$ cat src/rtl/regfile_write_arbiter.sv
// regfile_write_arbiter: two-source (ALU/load) writeback arbiter with 1-entry slots and a registered write stage.
// Optional REGFILE_FORWARD_EN adds youngest-pending-value forwarding on FwdRS/FwdRT.
module regfile_write_arbiter #(
    parameter int DATA_W = 24,
    parameter int ADDR_W = 4,
    parameter int NREG   = 16
) (
    input  logic              Clock,
    input  logic              Reset,
    input  logic              AValid,
    input  logic [ADDR_W-1:0] ARd,
    input  logic [DATA_W-1:0] AData,
    output logic              AReady,
    input  logic              MValid,
    input  logic [ADDR_W-1:0] MRd,
    input  logic [DATA_W-1:0] MData,
    output logic              MReady,
    output logic [ADDR_W-1:0] RD,
    output logic [DATA_W-1:0] WriteData,
    output logic              RegWrite,
    output logic [NREG-1:0]   PendingMask,
    input  logic [ADDR_W-1:0] RS,
    input  logic [ADDR_W-1:0] RT,
    input  logic [DATA_W-1:0] RFReadRS,
    input  logic [DATA_W-1:0] RFReadRT,
    output logic [DATA_W-1:0] FwdRS,
    output logic [DATA_W-1:0] FwdRT
);
    logic              a_full_q, a_full_d, m_full_q, m_full_d;
    logic [ADDR_W-1:0] a_rd_q, a_rd_d, m_rd_q, m_rd_d, rd_q, rd_d;
    logic [DATA_W-1:0] a_data_q, a_data_d, m_data_q, m_data_d, wdata_q, wdata_d;
    logic              m_older_q, m_older_d, last_m_q, last_m_d, reg_write_q, reg_write_d;
    logic              grant_a, grant_m, a_acc, m_acc;

    // Same destination must retire in arrival order; otherwise alternate.
    always_comb begin
        grant_a     = a_full_q && (!m_full_q || ((a_rd_q == m_rd_q) ? !m_older_q : last_m_q));
        grant_m     = m_full_q && !grant_a;
        AReady      = !a_full_q || grant_a;
        MReady      = !m_full_q || grant_m;
        a_acc       = AValid && AReady;
        m_acc       = MValid && MReady;
        a_full_d    = a_acc || (a_full_q && !grant_a);
        m_full_d    = m_acc || (m_full_q && !grant_m);
        a_rd_d      = a_acc ? ARd : a_rd_q;
        a_data_d    = a_acc ? AData : a_data_q;
        m_rd_d      = m_acc ? MRd : m_rd_q;
        m_data_d    = m_acc ? MData : m_data_q;
        m_older_d   = a_acc ? 1'b1 : (m_acc ? 1'b0 : m_older_q);
        last_m_d    = grant_m ? 1'b1 : (grant_a ? 1'b0 : last_m_q);
        reg_write_d = grant_a || grant_m;
        rd_d        = grant_a ? a_rd_q : (grant_m ? m_rd_q : rd_q);
        wdata_d     = grant_a ? a_data_q : (grant_m ? m_data_q : wdata_q);
    end

    always_ff @(posedge Clock or posedge Reset) begin
        if (Reset) begin
            a_full_q    <= 1'b0;
            m_full_q    <= 1'b0;
            a_rd_q      <= '0;
            a_data_q    <= '0;
            m_rd_q      <= '0;
            m_data_q    <= '0;
            m_older_q   <= 1'b0;
            last_m_q    <= 1'b1;
            reg_write_q <= 1'b0;
            rd_q        <= '0;
            wdata_q     <= '0;
        end else begin
            a_full_q    <= a_full_d;
            m_full_q    <= m_full_d;
            a_rd_q      <= a_rd_d;
            a_data_q    <= a_data_d;
            m_rd_q      <= m_rd_d;
            m_data_q    <= m_data_d;
            m_older_q   <= m_older_d;
            last_m_q    <= last_m_d;
            reg_write_q <= reg_write_d;
            rd_q        <= rd_d;
            wdata_q     <= wdata_d;
        end
    end

    assign RegWrite    = reg_write_q;
    assign RD          = rd_q;
    assign WriteData   = wdata_q;
    assign PendingMask = (a_full_q ? (NREG'(1) << a_rd_q) : '0)
                       | (m_full_q ? (NREG'(1) << m_rd_q) : '0)
                       | (reg_write_q ? (NREG'(1) << rd_q) : '0);

`ifdef REGFILE_FORWARD_EN
    function automatic logic [DATA_W-1:0] fwd(input logic [ADDR_W-1:0] idx, input logic [DATA_W-1:0] rf);
        logic a_hit, m_hit;
        a_hit = a_full_q && (a_rd_q == idx);
        m_hit = m_full_q && (m_rd_q == idx);
        return (a_hit && m_hit) ? (m_older_q ? a_data_q : m_data_q) :
               a_hit ? a_data_q :
               m_hit ? m_data_q :
               (reg_write_q && rd_q == idx) ? wdata_q : rf;
    endfunction
    assign FwdRS = fwd(RS, RFReadRS);
    assign FwdRT = fwd(RT, RFReadRT);
`else
    logic unused_idx;
    assign unused_idx = ^{RS, RT};
    assign FwdRS      = RFReadRS;
    assign FwdRT      = RFReadRT;
`endif
endmodule

$ cat config.mk
export PLATFORM = sky130hd
export DESIGN_NAME = regfile_write_arbiter
export DESIGN_NICKNAME = d
export VERILOG_FILES = /design/src/rtl/regfile_write_arbiter.sv
export SDC_FILE = /design/constraint.sdc
export NUM_CORES = 1
export LEC_CHECK = 0
export CORE_MARGIN = 5
export CORE_UTILIZATION = 43
export CTS_BUF_LIST = sky130_fd_sc_hd__clkbuf_8
export DETAILED_ROUTE_END_ITERATION = 12
export HOLD_SLACK_MARGIN = 0.1
export PLACE_DENSITY = 0.8
export RECOVER_POWER = 50
export SYNTH_ARGS = -nofsm -noshare
export SYNTH_HDL_FRONTEND = slang
export SYNTH_SLANG_ARGS = --single-unit
$ cat constraint.sdc
create_clock -name Clock -period 3.2 [get_ports Clock]
set_input_delay 0.48 -clock Clock [delete_from_list [all_inputs] [get_ports Clock]]
set_output_delay 0.48 -clock Clock [all_outputs]
set_load 0.02 [all_outputs]
==> flow_metrics.env <==
export IMPL_status="complete, but fails checks"
export IMPL_violations="capacitance limit, slew limit"
export IMPL_ff2ff_path_depth=5
export IMPL_crit_chain="xor2_2, nor4_1, nor3_1, nor2_1, clkdlybuf4s50_1"
export IMPL_cpPeakStageDelay_ns=0.62
export IMPL_min_period_ns=3.06
export IMPL_critPathKind="flop to output port"
export IMPL_synthCells=375
export IMPL_overflow=0
export IMPL_fin_crit_sh=0.956
export IMPL_die_x_um=115
export IMPL_gp_congestion=0.860
export IMPL_clockBufferDepth=2
export IMPL_synth_edff_count=0
export IMPL_diodes=0
export IMPL_dp_hpwl_um=8310
export IMPL_layout_commonest_cell="clkdlybuf4s50_1"
export IMPL_synth_top_area_frac=0.467
export IMPL_cts_sinks=89
export IMPL_die_area_mm2=0.0131
export IMPL_startpoint="m_rd_q[2]$_DFFE_PP0P_"
export IMPL_final_cell_mix="105 x clkdlybuf4s50_1, 92 x mux2_2, 86 x dfrtp_1, 27 x nand2_1, 20 x mux2_4"
export IMPL_async_flop_share=1.00
export IMPL_cts_tree="yes"
export IMPL_max_freq_ghz=0.327
export IMPL_power_mw=5.24
export IMPL_syn_nets=491
export IMPL_drtIter0Drc=244
export IMPL_antenna_found_initial=0
export IMPL_ys_seq_elements=89
export IMPL_ys_seq_area_frac=0.473
export IMPL_vias_per_cell=5.36
export IMPL_netlist_top_cells_area="dfrtp_1 47%, mux2_2 22%, buf_4 8.4%"
export IMPL_start_util=0.436
export IMPL_drive_gt1_frac=0.319
export IMPL_yosys_cell_types_count=34
export IMPL_critical_path_required_ns=2.72
export IMPL_h_tree_depth=3
export IMPL_wl_per_cell_um=19.6
export IMPL_cp_slowest_cell="nor4_1"
export IMPL_cts_root_buffer="clkbuf_8"
export IMPL_reg2reg_to="m_data_q[20]$_DFFE_PP0P_"
export IMPL_rrSetupSlack_ns=0.61
export IMPL_slew_headroom=-0.0273
export IMPL_num_vias=3103
export IMPL_yosysWarnings=0
export IMPL_ir_drop_mv=0.429
export IMPL_globalRouteTotalUtil=0.174
export IMPL_ios=211
export IMPL_crit_arrival_ns=2.58
export IMPL_layout_nets=550
export IMPL_power_density_mw_per_mm2=913
export IMPL_cp_max_fo=10
export IMPL_cap_violations=1
export IMPL_slew_violations=34
export IMPL_synthFlopType="dfrtp_1"
export IMPL_worst_skew_pair_late_latency_ns=0.36
export IMPL_yosys_area_top_type="dfrtp_1"
export IMPL_core_mm2=0.0108
export IMPL_portBuffers=106
export IMPL_syn_cell_area_mm2=0.00471
export IMPL_hold_buffers=0
export IMPL_cts_buffers=9
export IMPL_hold_viol=0
export IMPL_grt_pass1_vias=3274
export IMPL_drc=0
export IMPL_placementRows=38
export IMPL_cts_clk_slew_worst_paths_ns=0.09
export IMPL_r2r_start="m_rd_q[2]$_DFFE_PP0P_"
export IMPL_rsz0062_at_grt="no"
export IMPL_wirelength_um=11400
export IMPL_setup_tns_final_ns=0
export IMPL_path_delay_family="simple AND/OR/NAND/NOR gates"
export IMPL_endpoint="AReady"
export IMPL_cts_resized=0
export IMPL_cp_start_kind="flop"
export IMPL_postSynthAreaPerCell_um2=12.6
export IMPL_min_path_type="flop to flop"
export IMPL_fp_dieH_um=115
export IMPL_crit_buf_inv=1
export IMPL_worst_pin_slew_ns=1.53
export IMPL_post_cts_repair_setup_buffers=0
export IMPL_finalSetupViolCount=0
export IMPL_final_util=0.532
export IMPL_leakage_nw=2.44
export IMPL_area_growth_pct=21.8
export IMPL_grt_max_degree=57
export IMPL_worstSetupEndpointType="output port"
export IMPL_ant_nets=0
export IMPL_clock_skew_ns=0.0120
export IMPL_cp_num_cells=5
export IMPL_first_pass_iters=4
export IMPL_grt_pass1_wl_um=17400
layer usage:
| metal | up-vias | part of all wire | GRT usage |
|---|---|---|---|
| met2 | 150 | 0.49 | 0.293 |
| li1 | 1395 | - | - |
| met1 | 1510 | 0.36 | 0.187 |
| met3 | 48 | 0.12 | 0.0793 |
| met4 | 0 | 0.031 | 0.0752 |
| met5 | - | 0 | 0 |
layout make-up:
| cell class | instances | area [µm²] |
|---|---|---|
| fillers | 891 | 5050 |
| flip-flops and latches | 89 | 2230 |
| multi-input cells | 218 | 2000 |
| repair buffers | 112 | 1130 |
| well taps | 140 | 175 |
| clock buffers | 9 | 124 |
| clock inverters | 7 | 57.6 |
| inverters | 4 | 16.3 |
stage by stage:
step	worst slack, ns	hold slack, ns	area (µm²)	std cells
6_report	0.139	0.507	5740	579
2_1_floorplan	0.415	0.475	4710	375
5_1_grt	0.0356	0.516	5740	579
4_1_cts	0.0506	0.504	5740	579
3_5_place_dp	0.457	0.491	5560	563
3_3_place_gp	0.476	0.481	5560	563
sequential cells by signal, indices dropped and copies added (netlist names), 4 cells and up:
signal     count
RD             4
a_rd_q         4
a_data_q      24
m_rd_q         4
WriteData     24
m_data_q      24
cells in the mapped netlist (all sizes together), types with 2 or more instances:
library cell and count:
o211ai 2, clkbuf 5, o41ai 3, buf 59
a211o 2, and3b 4, inv 4, a22oi 11
a21oi 2, and3 4, nand3 17, nor2 10
nor3b 3, xor2 4, dfrtp 88, nor3 2
nor2b 6, mux2 112, nand2 27
worst min path at each step:
stage	startpoint	to	slack, ns	cells after the start
finish	a_data_q[4]$_DFFE_PP0P_	a_data_q[4]$_DFFE_PP0P_	0.51	1
global route	a_data_q[8]$_DFFE_PP0P_	a_data_q[8]$_DFFE_PP0P_	0.52	1
CTS	Reset	WriteData[23]$_DFFE_PP0P_	0.50	2
detailed placement	a_data_q[4]$_DFFE_PP0P_	a_data_q[4]$_DFFE_PP0P_	0.49	1
global placement	a_data_q[21]$_DFFE_PP0P_	WriteData[21]$_DFFE_PP0P_	0.48	1
floorplan	a_data_q[10]$_DFFE_PP0P_	WriteData[10]$_DFFE_PP0P_	0.47	1
logic make-up after synthesis:
| kind of cell | share of synthesized area |
|---|---|
| flops | 0.473 |
| compound gates | 0.0460 |
| buf+inv | 0.104 |
| mux | 0.286 |
| xor+xnor | 0.00903 |
| simple gates | 0.0818 |
power breakdown:
group / leakage, nW / internal, mW / switching (mW)
Sequential: 1.03 / 1.58 / 0.376
Clock: 0.104 / 0.349 / 0.381
Combinational: 1.30 / 1.38 / 1.17
Power figures use the tool's default switching activity.
